## src/rtl/video_scanner_pkg.sv

```systemverilog
// rtl/video_scanner_pkg.sv - shared raster timing defaults for the video scanner and its bench
package video_scanner_pkg;

    // Active width is fixed by the 32-byte line layout of the framebuffer.
    localparam int ACTIVE_W         = 256;

    localparam int DEF_ADDR_WIDTH   = 13;
    localparam int DEF_H_TOTAL      = 320;
    localparam int DEF_V_ACTIVE     = 224;
    localparam int DEF_V_TOTAL      = 262;
    localparam int DEF_H_SYNC_START = 272;
    localparam int DEF_H_SYNC_END   = 296;
    localparam int DEF_V_SYNC_START = 240;
    localparam int DEF_V_SYNC_END   = 243;
    localparam int DEF_MID_LINE     = 96;

endpackage

```

## src/rtl/video_counter.sv

```systemverilog
// rtl/video_counter.sv - x/y raster counters advanced by the pixel clock enable
module video_counter
    import video_scanner_pkg::*;
#(
    parameter int H_TOTAL = DEF_H_TOTAL,
    parameter int V_TOTAL = DEF_V_TOTAL
) (
    input  logic       clk,
    input  logic       rst_n,
    input  logic       pix_ce,
    output logic [8:0] x,
    output logic [8:0] y,
    output logic [8:0] x_next,
    output logic [8:0] y_next
);

    localparam logic [8:0] X_LAST = 9'(H_TOTAL - 1);
    localparam logic [8:0] Y_LAST = 9'(V_TOTAL - 1);

    logic [8:0] x_q, x_d;
    logic [8:0] y_q, y_d;

    // Next raster position: x wraps at line end and carries into y.
    always_comb begin
        x_d = x_q;
        y_d = y_q;
        if (pix_ce) begin
            if (x_q == X_LAST) begin
                x_d = 9'd0;
                y_d = (y_q == Y_LAST) ? 9'd0 : y_q + 9'd1;
            end else begin
                x_d = x_q + 9'd1;
            end
        end
    end

    // Reset parks the counters on the last pixel so the first enable lands on (0,0).
    always_ff @(posedge clk or negedge rst_n) begin
        if (!rst_n) begin
            x_q <= X_LAST;
            y_q <= Y_LAST;
        end else begin
            x_q <= x_d;
            y_q <= y_d;
        end
    end

    assign x      = x_q;
    assign y      = y_q;
    assign x_next = x_d;
    assign y_next = y_d;

endmodule

```

## src/rtl/video_scanner.sv

```systemverilog
// rtl/video_scanner.sv - framebuffer scan-out with VRAM prefetch, pixel shifter, sync and irq pulses
module video_scanner
    import video_scanner_pkg::*;
#(
    parameter int ADDR_WIDTH   = DEF_ADDR_WIDTH,
    parameter int H_TOTAL      = DEF_H_TOTAL,
    parameter int V_ACTIVE     = DEF_V_ACTIVE,
    parameter int V_TOTAL      = DEF_V_TOTAL,
    parameter int H_SYNC_START = DEF_H_SYNC_START,
    parameter int H_SYNC_END   = DEF_H_SYNC_END,
    parameter int V_SYNC_START = DEF_V_SYNC_START,
    parameter int V_SYNC_END   = DEF_V_SYNC_END,
    parameter int MID_LINE     = DEF_MID_LINE
) (
    input  logic                  clk,
    input  logic                  rst_n,
    input  logic                  pix_ce,
    output logic [ADDR_WIDTH-1:0] vram_addr,
    input  logic [7:0]            vram_data,
    output logic                  pixel,
    output logic                  de,
    output logic                  hsync_n,
    output logic                  vsync_n,
    output logic                  irq_mid,
    output logic                  irq_vblank,
    output logic [8:0]            x,
    output logic [8:0]            y
);

    localparam logic [8:0] X_LAST   = 9'(H_TOTAL - 1);
    localparam logic [8:0] Y_LAST   = 9'(V_TOTAL - 1);
    localparam logic [8:0] X_ACTIVE = 9'(ACTIVE_W);
    localparam logic [8:0] Y_ACTIVE = 9'(V_ACTIVE);
    localparam logic [8:0] HS_START = 9'(H_SYNC_START);
    localparam logic [8:0] HS_END   = 9'(H_SYNC_END);
    localparam logic [8:0] VS_START = 9'(V_SYNC_START);
    localparam logic [8:0] VS_END   = 9'(V_SYNC_END);
    localparam logic [8:0] Y_MID    = 9'(MID_LINE);

    logic [8:0] nx, ny, nl;

    logic [ADDR_WIDTH-1:0] vram_addr_q, vram_addr_d;
    logic [7:0]            shreg_q, shreg_d;
    logic                  de_q, de_d;
    logic                  hsync_n_q, hsync_n_d;
    logic                  vsync_n_q, vsync_n_d;
    logic                  irq_mid_q, irq_mid_d;
    logic                  irq_vblank_q, irq_vblank_d;

    video_counter #(
        .H_TOTAL (H_TOTAL),
        .V_TOTAL (V_TOTAL)
    ) u_counter (
        .clk    (clk),
        .rst_n  (rst_n),
        .pix_ce (pix_ce),
        .x      (x),
        .y      (y),
        .x_next (nx),
        .y_next (ny)
    );

    // Everything is decoded from the next position so registered outputs line up with x/y.
    // The fetch for a byte is issued one pixel ahead of its load, matching the RAM read contract.
    always_comb begin
        nl           = (ny == Y_LAST) ? 9'd0 : ny + 9'd1;
        vram_addr_d  = vram_addr_q;
        shreg_d      = shreg_q;
        de_d         = de_q;
        hsync_n_d    = hsync_n_q;
        vsync_n_d    = vsync_n_q;
        irq_mid_d    = 1'b0;
        irq_vblank_d = 1'b0;
        if (pix_ce) begin
            if (nx[2:0] == 3'd7 && nx < 9'd255) begin
                vram_addr_d = ADDR_WIDTH'({ny[7:0], nx[7:3] + 5'd1});
            end else if (nx == X_LAST && nl < Y_ACTIVE) begin
                vram_addr_d = ADDR_WIDTH'({nl[7:0], 5'd0});
            end
            if (nx[2:0] == 3'd0 && nx < X_ACTIVE) begin
                shreg_d = vram_data;
            end else begin
                shreg_d = {1'b0, shreg_q[7:1]};
            end
            de_d         = (nx < X_ACTIVE) && (ny < Y_ACTIVE);
            hsync_n_d    = !((nx >= HS_START) && (nx < HS_END));
            vsync_n_d    = !((ny >= VS_START) && (ny < VS_END));
            irq_mid_d    = (nx == 9'd0) && (ny == Y_MID);
            irq_vblank_d = (nx == 9'd0) && (ny == Y_ACTIVE);
        end
    end

    // Output and pipeline registers; irq flops self-clear on the next clk.
    always_ff @(posedge clk or negedge rst_n) begin
        if (!rst_n) begin
            vram_addr_q  <= '0;
            shreg_q      <= 8'd0;
            de_q         <= 1'b0;
            hsync_n_q    <= 1'b1;
            vsync_n_q    <= 1'b1;
            irq_mid_q    <= 1'b0;
            irq_vblank_q <= 1'b0;
        end else begin
            vram_addr_q  <= vram_addr_d;
            shreg_q      <= shreg_d;
            de_q         <= de_d;
            hsync_n_q    <= hsync_n_d;
            vsync_n_q    <= vsync_n_d;
            irq_mid_q    <= irq_mid_d;
            irq_vblank_q <= irq_vblank_d;
        end
    end

    assign vram_addr  = vram_addr_q;
    assign pixel      = shreg_q[0] & de_q;
    assign de         = de_q;
    assign hsync_n    = hsync_n_q;
    assign vsync_n    = vsync_n_q;
    assign irq_mid    = irq_mid_q;
    assign irq_vblank = irq_vblank_q;

endmodule

```

## config.mk

```make
export PLATFORM = sky130hd
export DESIGN_NAME = video_scanner
export DESIGN_NICKNAME = d
export VERILOG_FILES = /design/src/rtl/video_scanner_pkg.sv /design/src/rtl/video_counter.sv /design/src/rtl/video_scanner.sv
export SDC_FILE = /design/constraint.sdc
export NUM_CORES = 1
export LEC_CHECK = 0
export ABC_AREA = 1
export ABC_CLOCK_PERIOD_IN_PS = 2600
export CAP_MARGIN = 20
export CORE_AREA = 2 2 80 82
export DETAILED_ROUTE_END_ITERATION = 7
export DIE_AREA = 0 0 82 84
export PLACE_DENSITY = 0.77
export SYNTH_ARGS = -nofsm -noshare
export SYNTH_HDL_FRONTEND = slang
export SYNTH_HIERARCHICAL = 1
export SYNTH_SLANG_ARGS = --single-unit
```

## constraint.sdc

```tcl
create_clock -name clk -period 2.6 [get_ports clk]
set_input_delay 0.26 -clock clk [delete_from_list [all_inputs] [get_ports clk]]
set_output_delay 0.26 -clock clk [all_outputs]
set_load 0.1 [all_outputs]
```

---- Yosys cells after proc, flatten, opt, wreduce, memory -nomap -nowiden ----
Index checks and enable logic that the tools add are counted.
operators by class
  add/subtract/negate cells ............... 4
  order comparisons ....................... 8
  eq/ne operators ......................... 7
  mux-type cells .......................... 11
  bitwise logic cells ..................... 1
  reductions and logical operators ........ 14
operators with widths
  cell                 number
  $mux 9               6
  $eq 9x9->1 const B   4
  $lt 9x8->1 const B   4
  $add 9x1->9 const B  3
  $mux 13              2
  $lt 9x9->1 const B   2
  $eq 9x7->1 const B   1
  $eq 9x8->1 const B   1
  $ge 9x8->1 const B   1
  $ge 9x9->1 const B   1
  $logic_not 9->1      1
  $logic_and 1x1->1    8
  $mux 8               1
  $add 5x1->5 const B  1
  $eq 3x3->1 const B   1
  $logic_not 3->1      1
  $logic_not 1->1      2
  $mux 1               2
  $reduce_and 2->1     1
  $reduce_bool 2->1    1
  $and 1x1->1          1
storage, ports and cells
  bits in registers ....................... 44

---- Logic depth before layout (Yosys ltp) ----
Gate-level depths: netlist of the first run.
  word-level depth ........................ 10
  depth in mapped cells ................... 21

---- Cells and area by module ----
Netlist of the first run, hierarchy kept.
modules (own cells, without submodules)
  module         instances  cells an instance  area an instance (um^2)  seq. area each (um^2)
  video_scanner  1          239                1,750.4                  653.1
  video_counter  1          141                1,088.5                  462.9

---- Least setup slack after synthesis of the first run ----
OpenSTA, ideal clock, no wires.
  path kind ............................... register -> register
  from .................................... register u_counter.x_q[1], in the netlist u_counter/x[1]
  to ...................................... register vram_addr_q[0], in the netlist vram_addr[0]
  data arrival time ....................... 3.137 ns
  data required time ...................... 2.479 ns
  path slack .............................. -0.659 ns
  stages on the path, launching flop included .. 19
  period minus slack after synthesis ...... 3.259 ns
  cells stage by stage .................... dfstp_2 ha_1 nand2_2 nor2_8 inv_4 nor2_8 nand2_1 o21ai_1 ha_1 nand3_2 inv_1 nand3_2 nand2_2 nor2_4 nor2_8 nand3_4 buf_8 nand2_2 nand2_1
between the ends
  cells in the longest elaborated chain, start to end .. 9
  elaborated cells on any way between the ends .. 19
  those cells by class .................... add/sub: 3; order compare: 2; eq/ne: 4; mux: 6; reduce/logical: 4
ends and longest elaborated chain
  element                                    RTL line              text
  from (decl)                                video_counter.sv:20   logic [8:0] x_q, x_d;
  from (signal assigned)                     video_counter.sv:40   x_q <= X_LAST;
  from (signal assigned)                     video_counter.sv:43   x_q <= x_d;
  $eq 9x9->1 (*)                             video_counter.sv:28   if (x_q == X_LAST) begin
  $mux 9 (*)                                 video_counter.sv:28
  $mux 9 (*)                                 video_counter.sv:27   if (pix_ce) begin
  net ny[0]                                  video_scanner.sv:40   logic [8:0] nx, ny, nl;
  $add 9x1->9 or $eq 9x9->1 (tied branches)  video_scanner.sv:66   nl = (ny == Y_LAST) ? 9'd0 : ny + 9'd1;
  $mux 9 (*)                                 video_scanner.sv:66
  $lt 9x8->1 (*)                             video_scanner.sv:77   end else if (nx == X_LAST && nl < Y_ACTIVE) begin
  $logic_and 1x1->1 (*)                      video_scanner.sv:77
  $reduce_bool 2->1 (no line) (*)            -
  $reduce_and 2->1 (no line) (*)             -
  to (signal assigned)                       video_scanner.sv:104  vram_addr_q <= vram_addr_d;
  to (decl)                                  video_scanner.sv:42   logic [ADDR_WIDTH-1:0] vram_addr_q, vram_addr_d;
Mark *: on every way through the listed nets, which the timed path passes. The rest lies on a longest branch.
A chain may end at the register's enable or synchronous reset.

---- Worst setup path in the final report of the first run ----
  from .................................... register u_counter.x_q[1], in the netlist u_counter/x[1]
  to ...................................... register vram_addr_q[4], in the netlist vram_addr[4]
Same word-level chain as after synthesis.

==> results.py, run 1 <==
metrics = {
    "pwr": {
        "ir_drop_uv": 732,
        "total_power_mw": 2.41,
        "p_per_area_mw_per_mm2": 546,
        "power_leakage_nw": 2.32,
    },
    "critical_path": {
        "cp_data_arrival_time_ns": 2.96,
        "worst_r2r_path_depth": 16,
        "critPathCapture": "vram_addr[4]",
        "required_ns": 2.80,
        "crit_start": "u_counter/x[1]",
        "critPathKind": "reg -> reg",
        "worst_r2r_endpoint": "vram_addr[4]",
        "reg2reg_slack_ns": -0.16,
        "critPathLaunchType": "register",
        "r2r-start": "u_counter/x[1]",
        "setup.worst_path.end_class": "register",
        "critPathMaxFanout": 6,
    },
    "global_route": {
        "grt_pass1_wl_um": 13800,
        "grt_max_degree": 31,
        "grt_usage_pct": 25.4,
        "overflow": 0,
        "grt_pass1_vias": 3163,
        "antenna_found_initial": 0,
    },
    "worst_hold_path": {
        "hp-class": "reg -> reg",
        "hold_start": "vram_addr[6]",
    },
    "timing": {
        "max_slew_margin_pct": 53.3,
        "hold_violations": 0,
        "drv_slew": 0,
        "setup_tns_ns": -1.79,
        "worst_pin_slew_ns": 0.701,
        "finalCriticalPeriod_ns": 2.76,
        "rsz0062_at_grt": "true",
        "fmax_mhz": 362,
        "finalClockSkew_ns": 0.00729,
        "min_period_over_period_pct": 106,
        "hold_ws_ns": 0.497,
        "worst_slack_ns": -0.163,
        "setup_viol": 15,
    },
    "route": {
        "first_pass_iters": 4,
        "ant_nets": 0,
        "wl_met3_um": 352,
        "top_layer_used": "met4",
        "met1_length_um": 3570,
        "met2_length_um": 4880,
        "drt_wl_total_um": 9060,
        "vias": 3152,
        "via_per_inst": 5.19,
        "drt-initial-drc-count": 203,
        "drc": 0,
        "wl_per_cell_um": 14.9,
    },
    "clock_network": {
        "root_buffer": "clkbuf_8",
        "clock-sinks": 44,
        "htreeDepth": 2,
        "cts_tree": "yes",
        "clock_latency_ns": 0.31,
        "clkTransAtPathRegs_ns": 0.09,
        "numCtsBuffers": 5,
        "clockBufferDepth": 2,
    },
    "final_layout": {
        "drive_gt1_share_pct": 45.5,
        "fill_cells": 403,
        "antenna_cells": 0,
        "final_cell_mix": "132 x buf_4, 99 x nand2_1, 47 x inv_1, 28 x dfrtp_1, 27 x nor2_1",
        "instances_no_fill": 607,
        "fin_nets": 548,
        "final_common_cell": "buf_4",
        "utilization_pct": 72.4,
        "fin_area_mm2": 0.00442,
        "area_delta_synth_final_pct": 55.5,
    },
    "placement": {
        "place_area_mm2": 0.00395,
        "hpwl_um": 5860,
        "io_buffers": 47,
        "place_ws_ns": -0.371,
        "gp_congestion": 0.873,
        "dpl.cell_count": 574,
    },
    "synth": {
        "synth_edf_count": 0,
        "syn_nets": 399,
        "ys_top_cells_by_area": "dfrtp_1 28%, nand2_1 14%, dfstp_2 11%, inv_1 7.4%, nor2_1 4.5%",
        "synth_top_area_share_pct": 28.2,
        "synthSimpleGateAreaFrac_pct": 37.7,
        "synthArstFlopShare_pct": 100,
        "avgSynthCellArea_um2": 7.47,
        "muxShareOfSynthArea_pct": 0,
        "synthAdderAreaFrac_pct": 3.53,
        "yosysWarningCount": 6,
        "synth-main-ff-cell": "dfrtp_1",
        "syn_inst": 380,
        "synth-xor-area-share_pct": 1.54,
        "yosys_register_bits": 44,
        "synth_compound_area_share_pct": 6.96,
        "synthDistinctLibCells": 36,
        "synth_top_family_by_area": "simple AND/OR/NAND/NOR gates",
        "netlist_area_mm2": 0.00284,
        "synth-seq-area-share_pct": 39.3,
        "synth_area_leader_cell": "dfrtp_1",
    },
    "job": {
        "maxCapViolations": 0,
    },
    "floorplanning": {
        "num_io_pins": 48,
        "initial_utilization_pct": 46.6,
        "die_h_um": 84,
        "dieArea_mm2": 0.00689,
        "fp-row-count": 29,
        "core_area_mm2": 0.00610,
        "die_w_um": 82,
    },
    "outcome": {
        "failed_checks": "setup timing",
        "status": "finished, violations left",
    },
}
## flip-flops by register name, indices dropped and copies added, names as in the netlist
signal and flops:
irq_vblank 1, u_counter/x 9, u_counter/y 9, vsync_n 1, irq_mid 1, de 1, vram_addr 13, shreg_q 8
hsync_n 1
## cell families after synthesis
logic type,after synthesis
simple gates,217
fa+ha+maj,8
buf+inv,70
flops,44
xor+xnor,5
compound gates,36
## final cells by class
type	count	area, um2	area share, %
tap	77	96.3	2.18
clock buffer	5	68.8	1.56
multi-input combinational	268	1630	36.9
timing repair buffer	150	1190	27.0
clock inverter	3	46.3	1.05
timing repair inverter	1	7.51	0.170
inverter	59	230	5.21
sequential	44	1140	25.9
## synth_stat cells (2+ instances only)
| library cell | n |
|---|---|
| nand2_1 | 104 |
| inv_1 | 56 |
| nor2_1 | 34 |
| dfrtp_1 | 32 |
| nand3_1 | 22 |
| nand4_1 | 18 |
| o21ai_0 | 18 |
| nand2_2 | 16 |
| dfstp_2 | 12 |
| a21oi_1 | 9 |
| ha_1 | 8 |
| nand3_2 | 7 |
| xor2_1 | 5 |
| clkbuf_1 | 4 |
| nor3_1 | 4 |
| nor2_8 | 3 |
| buf_2 | 2 |
| buf_4 | 2 |
| inv_2 | 2 |
| nor2_2 | 2 |
| nor2_4 | 2 |
| nor3b_1 | 2 |
| nor4_1 | 2 |
| o21ai_1 | 2 |
## power by group
group | internal (mW) | total (mW) | leakage (nW) | switching (mW)
Clock | 0.290 | 0.555 | 0.0548 | 0.265
Sequential | 0.785 | 0.817 | 0.537 | 0.0324
Combinational | 0.349 | 1.04 | 1.73 | 0.692
Total | 1.42 | 2.41 | 2.32 | 0.989
## worst max-delay path: stages, from the launching register on
cell,delay (ns)
dfstp_4,0.64
ha_4,0.15
nand2_4,0.07
nor2_8,0.11
inv_6,0.06
nor2_8,0.14
nand2_4,0.09
o21ai_4,0.25
ha_4,0.18
nand3_4,0.11
o21ai_2,0.16
nand2_1,0.09
nor2_2,0.15
nand2_4,0.12
buf_6,0.15
nand4_1,0.10
nand2_1,0.06
## metal layers
metal  track usage, %  up-vias
met2             45.2       96
met3             3.68       26
met5                0        -
li1                 -     1517
met1             29.7     1513
met4             10.3        0
## worst min-delay path by stage
stage | slack (ns) | to | depth (start not counted)
floorplan | -0.04 | de | 0
global placement | 0.32 | shreg_q[5] | 1
detailed placement | 0.33 | shreg_q[5] | 1
CTS | 0.50 | vram_addr[11] | 2
global route | 0.50 | vram_addr[6] | 2
finish | 0.50 | vram_addr[6] | 2
## what timing repair did
item,CTS,global route
gates resized for setup,22,27
hold buffers,1,0
endpoints found under the setup margin,13,22
setup buffers,14,7
endpoints found under the hold margin,10,0
pin swaps,29,13
gates cloned,2,1
(Power assumes the default switching activity.)
==> inputs of run 2 (changes only) <==
--- a/config.mk
+++ b/config.mk
@@ -5,13 +5,13 @@
 export SDC_FILE = /design/constraint.sdc
 export NUM_CORES = 1
 export LEC_CHECK = 0
-export ABC_AREA = 1
+export ABC_AREA = 0
 export ABC_CLOCK_PERIOD_IN_PS = 2600
 export CAP_MARGIN = 20
-export CORE_AREA = 2 2 80 82
+export CORE_AREA = 2 2 78 80
 export DETAILED_ROUTE_END_ITERATION = 7
-export DIE_AREA = 0 0 82 84
-export PLACE_DENSITY = 0.77
+export DIE_AREA = 0 0 80 82
+export PLACE_DENSITY = 0.76
 export SYNTH_ARGS = -nofsm -noshare
 export SYNTH_HDL_FRONTEND = slang
 export SYNTH_HIERARCHICAL = 1
==> run 2 against run 1 <==
Compared with the run above: the run still ends with setup timing left; hold slack got worse by 0.38 ns; core utilization fell by 1.5 points; sequential cell count did not move; setup slack got worse by 0.36 ns; highest routed layer unchanged; power rose by 18%; sequential share of layout area rose by 2.6 points; design area fell by 7.7%; die area fell by 4.8%; combinational power rose by 40%; non-clock buffer count fell by 17; synthesized area fell by 8.8%.
==> results.py, run 2 <==
metrics = {
    "pwr": {
        "power_leakage_nw": 1.85,
        "ir_drop_uv": 782,
        "seq_power_share_pct": 33.0,
        "p_per_area_mw_per_mm2": 700,
        "power.share.switching_pct": 45.8,
        "clkPwrFrac_pct": 15.9,
        "p_int_mw": 1.55,
        "p_sw_mw": 1.31,
        "power_frac_comb_pct": 51.1,
    },
    "synth": {
        "synth-main-ff-cell": "dfrtp_1",
        "ys_top_cells_by_area": "dfrtp_1 31%, dfstp_2 12%, nor2_1 4.2%, ha_1 3.9%, mux2i_1 3.9%",
        "synth-seq-area-share_pct": 43.1,
        "synth_area_leader_cell": "dfrtp_1",
        "synth_top_area_share_pct": 30.9,
        "ys_top_cells_by_count": "32 x dfrtp_1, 29 x nor2_1, 19 x nand2_1",
        "synth_edf_count": 0,
        "yosysWarningCount": 6,
        "avgSynthCellArea_um2": 9.84,
        "syn_nets": 282,
        "synthDistinctLibCells": 52,
        "yosys_register_bits": 44,
        "netlist_area_mm2": 0.00259,
        "yosysMostFrequentCell": "dfrtp_1",
        "syn_inst": 263,
        "synthArstFlopShare_pct": 100,
    },
    "final_layout": {
        "final-seq-area_mm2": 0.00116,
        "multiInputGateArea_mm2": 0.00162,
        "fin_nets": 412,
        "antenna_cells": 0,
        "area_delta_synth_final_pct": 57.4,
        "largest_reg_flops": 13,
        "instances_no_fill": 469,
        "fill_cells": 411,
        "drive_gt1_share_pct": 52.5,
        "final_cell_mix": "114 x buf_4, 29 x nor2_1, 25 x dfrtp_1, 18 x nand2_1, 14 x inv_1",
        "final_common_cell": "buf_4",
    },
    "clock_network": {
        "clock-sinks": 44,
        "clock_latency_ns": 0.31,
        "cts_tree": "yes",
        "htreeDepth": 2,
        "postCtsHoldBufs": 0,
        "numCtsBuffers": 5,
        "clockBufferDepth": 2,
        "clkTransAtPathRegs_ns": 0.09,
        "root_buffer": "clkbuf_8",
    },
    "route": {
        "via_per_inst": 5.39,
        "first_pass_iters": 4,
        "drt_wl_total_um": 7700,
        "vias": 2529,
        "wl_per_cell_um": 16.4,
        "ant_nets": 0,
        "drc": 0,
        "drt-initial-drc-count": 128,
    },
    "critical_path": {
        "critPathBufInv": 2,
        "crit_slowest_cell": "dfstp_4",
        "required_ns": 2.79,
        "path_delay_family": "compound AO/OA/AOI/OAI gates",
        "critPathLaunchType": "register",
        "critPathKind": "reg -> reg",
        "setup.worst_path.end_class": "register",
        "crit_path_max_incr_delay_ns": 0.64,
        "crit_chain": "ha_4 -> nand3_4 -> nor4_4 -> buf_6 -> and4_4 -> xor2_4 -> nand4_1 -> o31ai_2 -> o21ai_2 -> a21oi_4 -> o21ai_4 -> buf_6 -> a22o_2",
        "critPathMaxFanout": 9,
        "cp_data_arrival_time_ns": 3.32,
        "crit_path_frequent_cell": "buf_6",
    },
    "timing": {
        "setup_viol": 15,
        "worst_pin_slew_ns": 0.990,
        "worst_slack_ns": -0.528,
        "finalClockSkew_ns": 0.0130,
        "max_slew_margin_pct": 34.0,
        "hold_violations": 0,
        "min_period_over_period_pct": 120,
        "hold_ws_ns": 0.112,
        "rsz0062_at_grt": "true",
        "drv_slew": 0,
        "fmax_mhz": 320,
        "finalCriticalPeriod_ns": 3.13,
    },
    "job": {
        "maxCapViolations": 0,
    },
    "placement": {
        "dpl.cell_count": 450,
        "io_buffers": 47,
        "hpwl_um": 5080,
        "gp_congestion": 0.898,
    },
    "floorplanning": {
        "num_io_pins": 48,
        "initial_utilization_pct": 45.1,
        "core_area_mm2": 0.00575,
        "fp-row-count": 28,
        "die_h_um": 82,
        "dieArea_mm2": 0.00656,
        "die_w_um": 80,
    },
    "global_route": {
        "grt_pass1_wl_um": 11200,
        "antenna_found_initial": 0,
        "grt_usage_pct": 22.2,
        "grt_pass1_vias": 2398,
        "overflow": 0,
        "grt_max_degree": 45,
    },
    "outcome": {
        "status": "finished, violations left",
        "failed_checks": "setup timing",
    },
    "worst_hold_path": {
        "hp-class": "in -> async",
    },
}
[run 2: cell count changes after synthesis, sizes merged, moves of 4 or more]
cell | previous run | this run
mux2i | 0 | 10
nand3 | 30 | 16
mux2 | 0 | 9
nor3 | 4 | 8
nand2 | 120 | 20
nor2 | 41 | 29
nand4 | 18 | 7
inv | 59 | 14
a22o | 0 | 10
nor4 | 2 | 6
xnor2 | 0 | 9
[run 2: final cells by class]
class	count	share of cell area (%)
flip-flops and latches	44	28.5
inverters	14	1.29
well taps	75	2.30
multi-input cells	195	39.8
repair buffers	133	25.8
clock buffers	8	2.21
[run 2: metal layers]
metal	track usage (%)	share of wire, %
met1	28.7	42
met2	37.7	49
met3	4.07	5.9
met4	7.29	3.2
met5	0	0
[run 2: cells by family after synthesis]
kind of cell	synth area share [%]
flops	43.1
simple gates	22.4
compound gates	12.5
fa+ha+maj	3.87
buf+inv	5.75
xor+xnor	3.72
mux	8.65
[run 2: what timing repair did]
action                     4_1_cts  5_1_grt
setup buffers                    2        7
pin swaps                        7       15
resized for setup               21       25
gates cloned                     2        0
setup endpoints to repair       22       24
[run 2: worst paths after layout]
path	start	slack [ns]	to	cells past startpoint
setup / recovery	u_counter/x[1]	-0.53	vram_addr[0]	13
hold / removal	rst_n	0.11	u_counter/y[5]	1
setup reg to reg	u_counter/x[1]	-0.53	vram_addr[0]	13
hold reg to reg	hsync_n	0.51	hsync_n	2
max in group asynchronous	rst_n	1.80	u_counter/x[7]	1
min in group clk	hsync_n	0.51	hsync_n	2
[run 2: metrics by stage]
| step | cell area [um2] | total power [mW] | TNS, ns | utilization (%) | worst slack (ns) |
|---|---|---|---|---|---|
| 3_3_place_gp | 3680 | 2.30 | -7.01 | 64.1 | -0.546 |
| 3_5_place_dp | 3680 | 2.33 | -8.37 | 64.1 | -0.629 |
| 5_1_grt | 4070 | 2.98 | -8.42 | 70.9 | -0.623 |
| 6_report | 4070 | 2.85 | -6.33 | 70.9 | -0.528 |
| 4_1_cts | 3900 | 2.83 | -5.10 | 67.9 | -0.445 |
| 2_1_floorplan | 2740 | 1.92 | -6.28 | - | -0.544 |
[run 2: power by group through the flow]
stage	combinational [mW]	clock [mW]	sequential (mW)
floorplan	0.418	0	1.51
global placement	1.35	0	0.948
detailed placement	1.38	0	0.951
CTS	1.43	0.453	0.941
global route	1.54	0.488	0.956
finish	1.46	0.455	0.942
==> inputs of run 3 (changes only) <==
==> constraint.sdc (replaced) <==
create_clock -name clk -period 2.6 [get_ports clk]
set_input_delay 0.39 -clock clk [delete_from_list [all_inputs] [get_ports clk]]
set_output_delay 0.39 -clock clk [all_outputs]
set_load 0.1 [all_outputs]
==> run 3 against run 2 <==
Compared with the run above: the run still ends with setup timing left; combinational power grew 5%; first-iteration DRC count grew 57%; critical endpoint is now vram_addr[12]; count of clock-buffer cells in the layout shrank 2; largest cell class unchanged.
==> results.py, run 3 (synthesis results as in run 2) <==
metrics = {
    "outcome": {
        "status": "finished, violations left",
        "failed_checks": "setup timing",
    },
    "timing": {
        "finalClockSkew_ns": 0.0126,
        "worst_pin_slew_ns": 0.987,
        "max_slew_margin_pct": 34.2,
        "setup_viol": 16,
        "drv_slew": 0,
        "finalCriticalPeriod_ns": 3.15,
        "rsz0062_at_grt": "true",
        "min_period_over_period_pct": 121,
        "worst_slack_ns": -0.551,
        "fmax_mhz": 317,
        "hold_violations": 0,
    },
    "route": {
        "drt_wl_total_um": 8520,
        "wl_met3_um": 435,
        "wl_per_cell_um": 18.1,
        "vias": 2658,
        "first_pass_iters": 4,
        "met1_length_um": 3450,
        "top_layer_used": "met4",
        "drc": 0,
        "via_per_inst": 5.64,
        "met2_length_um": 4270,
        "drt-initial-drc-count": 201,
        "ant_nets": 0,
    },
    "critical_path": {
        "crit_cells": 12,
        "worst_r2r_path_depth": 12,
        "crit_start": "u_counter/y[2]",
        "required_ns": 2.79,
        "crit_chain": "nor4bb_4 -> and4b_2 -> and2b_4 -> a22o_4 -> buf_6 -> nor4_4 -> nand4_1 -> nand2_4 -> buf_6 -> nor3_2 -> xnor2_1 -> mux2_4",
        "r2r-start": "u_counter/y[2]",
        "cp_data_arrival_time_ns": 3.34,
        "critPathMaxFanout": 7,
        "setup.worst_path.end_class": "register",
        "critPathBufInv": 2,
        "critPathLaunchType": "register",
        "path_delay_family": "simple AND/OR/NAND/NOR gates",
        "crit_path_max_incr_delay_ns": 0.62,
        "critPathKind": "reg -> reg",
        "crit_path_frequent_cell": "buf_6",
        "crit_slowest_cell": "dfstp_4",
    },
    "clock_network": {
        "htreeDepth": 2,
        "clock_latency_ns": 0.31,
        "clock-sinks": 44,
        "clockBufferDepth": 2,
        "cts_tree": "yes",
        "clkTransAtPathRegs_ns": 0.10,
        "root_buffer": "clkbuf_8",
        "postCtsHoldBufs": 0,
        "numCtsBuffers": 5,
    },
    "floorplanning": {
        "dieArea_mm2": 0.00656,
        "num_io_pins": 48,
        "core_area_mm2": 0.00575,
        "die_h_um": 82,
        "fp-row-count": 28,
        "die_w_um": 80,
        "initial_utilization_pct": 45.1,
    },
    "placement": {
        "dpl.cell_count": 449,
        "io_buffers": 47,
        "hpwl_um": 5190,
        "gp_congestion": 0.903,
        "place_ws_ns": -0.810,
    },
    "global_route": {
        "antenna_found_initial": 0,
        "grt_pass1_vias": 2609,
        "grt_usage_pct": 25.2,
        "grt_max_degree": 45,
        "grt_pass1_wl_um": 12700,
        "overflow": 0,
    },
    "final_layout": {
        "instances_no_fill": 471,
        "drive_gt1_share_pct": 55.8,
        "fin_nets": 414,
        "antenna_cells": 0,
        "final_common_cell": "buf_4",
        "final_cell_mix": "111 x buf_4, 28 x nor2_1, 25 x dfrtp_1, 14 x inv_1",
        "area_delta_synth_final_pct": 61.7,
        "largest_reg_flops": 13,
    },
    "job": {
        "maxCapViolations": 0,
    },
    "pwr": {
        "power_leakage_nw": 1.88,
        "total_power_mw": 2.99,
        "ir_drop_uv": 673,
        "p_per_area_mw_per_mm2": 715,
    },
    "worst_hold_path": {
        "hp-class": "in -> async",
    },
}
==> run 3: cell types whose count changed in the layout (fill, tap and decap cells not counted), moves of 3 or more <==
| cell | delta |
|---|---|
| buf_6 | +4 |
| a22o_4 | +3 |
| a22o_2 | -3 |
| ha_1 | -3 |
| buf_4 | -3 |
| ha_2 | +3 |
| nand2_1 | -5 |
| nand2_2 | +5 |
==> run 3: per-layer routing <==
layer | GRT usage, % | vias to the layer above
met3 | 3.52 | 33
met5 | 0 | -
met2 | 41.7 | 121
li1 | - | 1205
met4 | 11.2 | 0
met1 | 33.2 | 1299
==> run 3: final timing paths <==
path,to,slack [ns]
max,vram_addr[12],-0.55
min,shreg_q[0],0.24
max reg2reg,vram_addr[12],-0.55
min reg2reg,vram_addr[10],0.52
max in group asynchronous,u_counter/x[7],1.68
min in group clk,vram_addr[10],0.52
==> run 3: cell type report <==
type                            instances  area (um2)
Multi-Input combinational cell        195        1670
Fill cell                             395        1560
Sequential cell                        44        1160
Timing Repair Buffer                  135        1090
Clock buffer                            6        93.8
Tap cell                               75        93.8
Inverter                               14        52.6
Clock inverter                          2        17.5
==> run 3: stage by stage <==
| step | util (%) | hold slack, ns | TNS (ns) | area (um2) |
|---|---|---|---|---|
| 3_5_place_dp | 64.0 | 0.488 | -10.51 | 3680 |
| 2_1_floorplan | - | 0.0944 | -6.28 | 2740 |
| 5_1_grt | 72.8 | 0.316 | -9.12 | 4190 |
| 6_report | 72.8 | 0.241 | -6.81 | 4190 |
| 4_1_cts | 70.2 | 0.266 | -5.43 | 4030 |
| 3_3_place_gp | 64.0 | 0.490 | -8.99 | 3680 |
==> run 3: what timing repair did <==
action                     in CTS  in global routing
cloned                          2                  0
resized for setup              31                 33
setup endpoints to repair      22                 24
pin swaps                      14                 28
setup buffers                   9                  4
==> run 3: report_power, final <==
group | switching (mW) | internal [mW] | total (mW)
clock network | 0.262 | 0.251 | 0.513
logic | 1.02 | 0.514 | 1.53
registers | 0.0998 | 0.847 | 0.947
total | 1.38 | 1.61 | 2.99
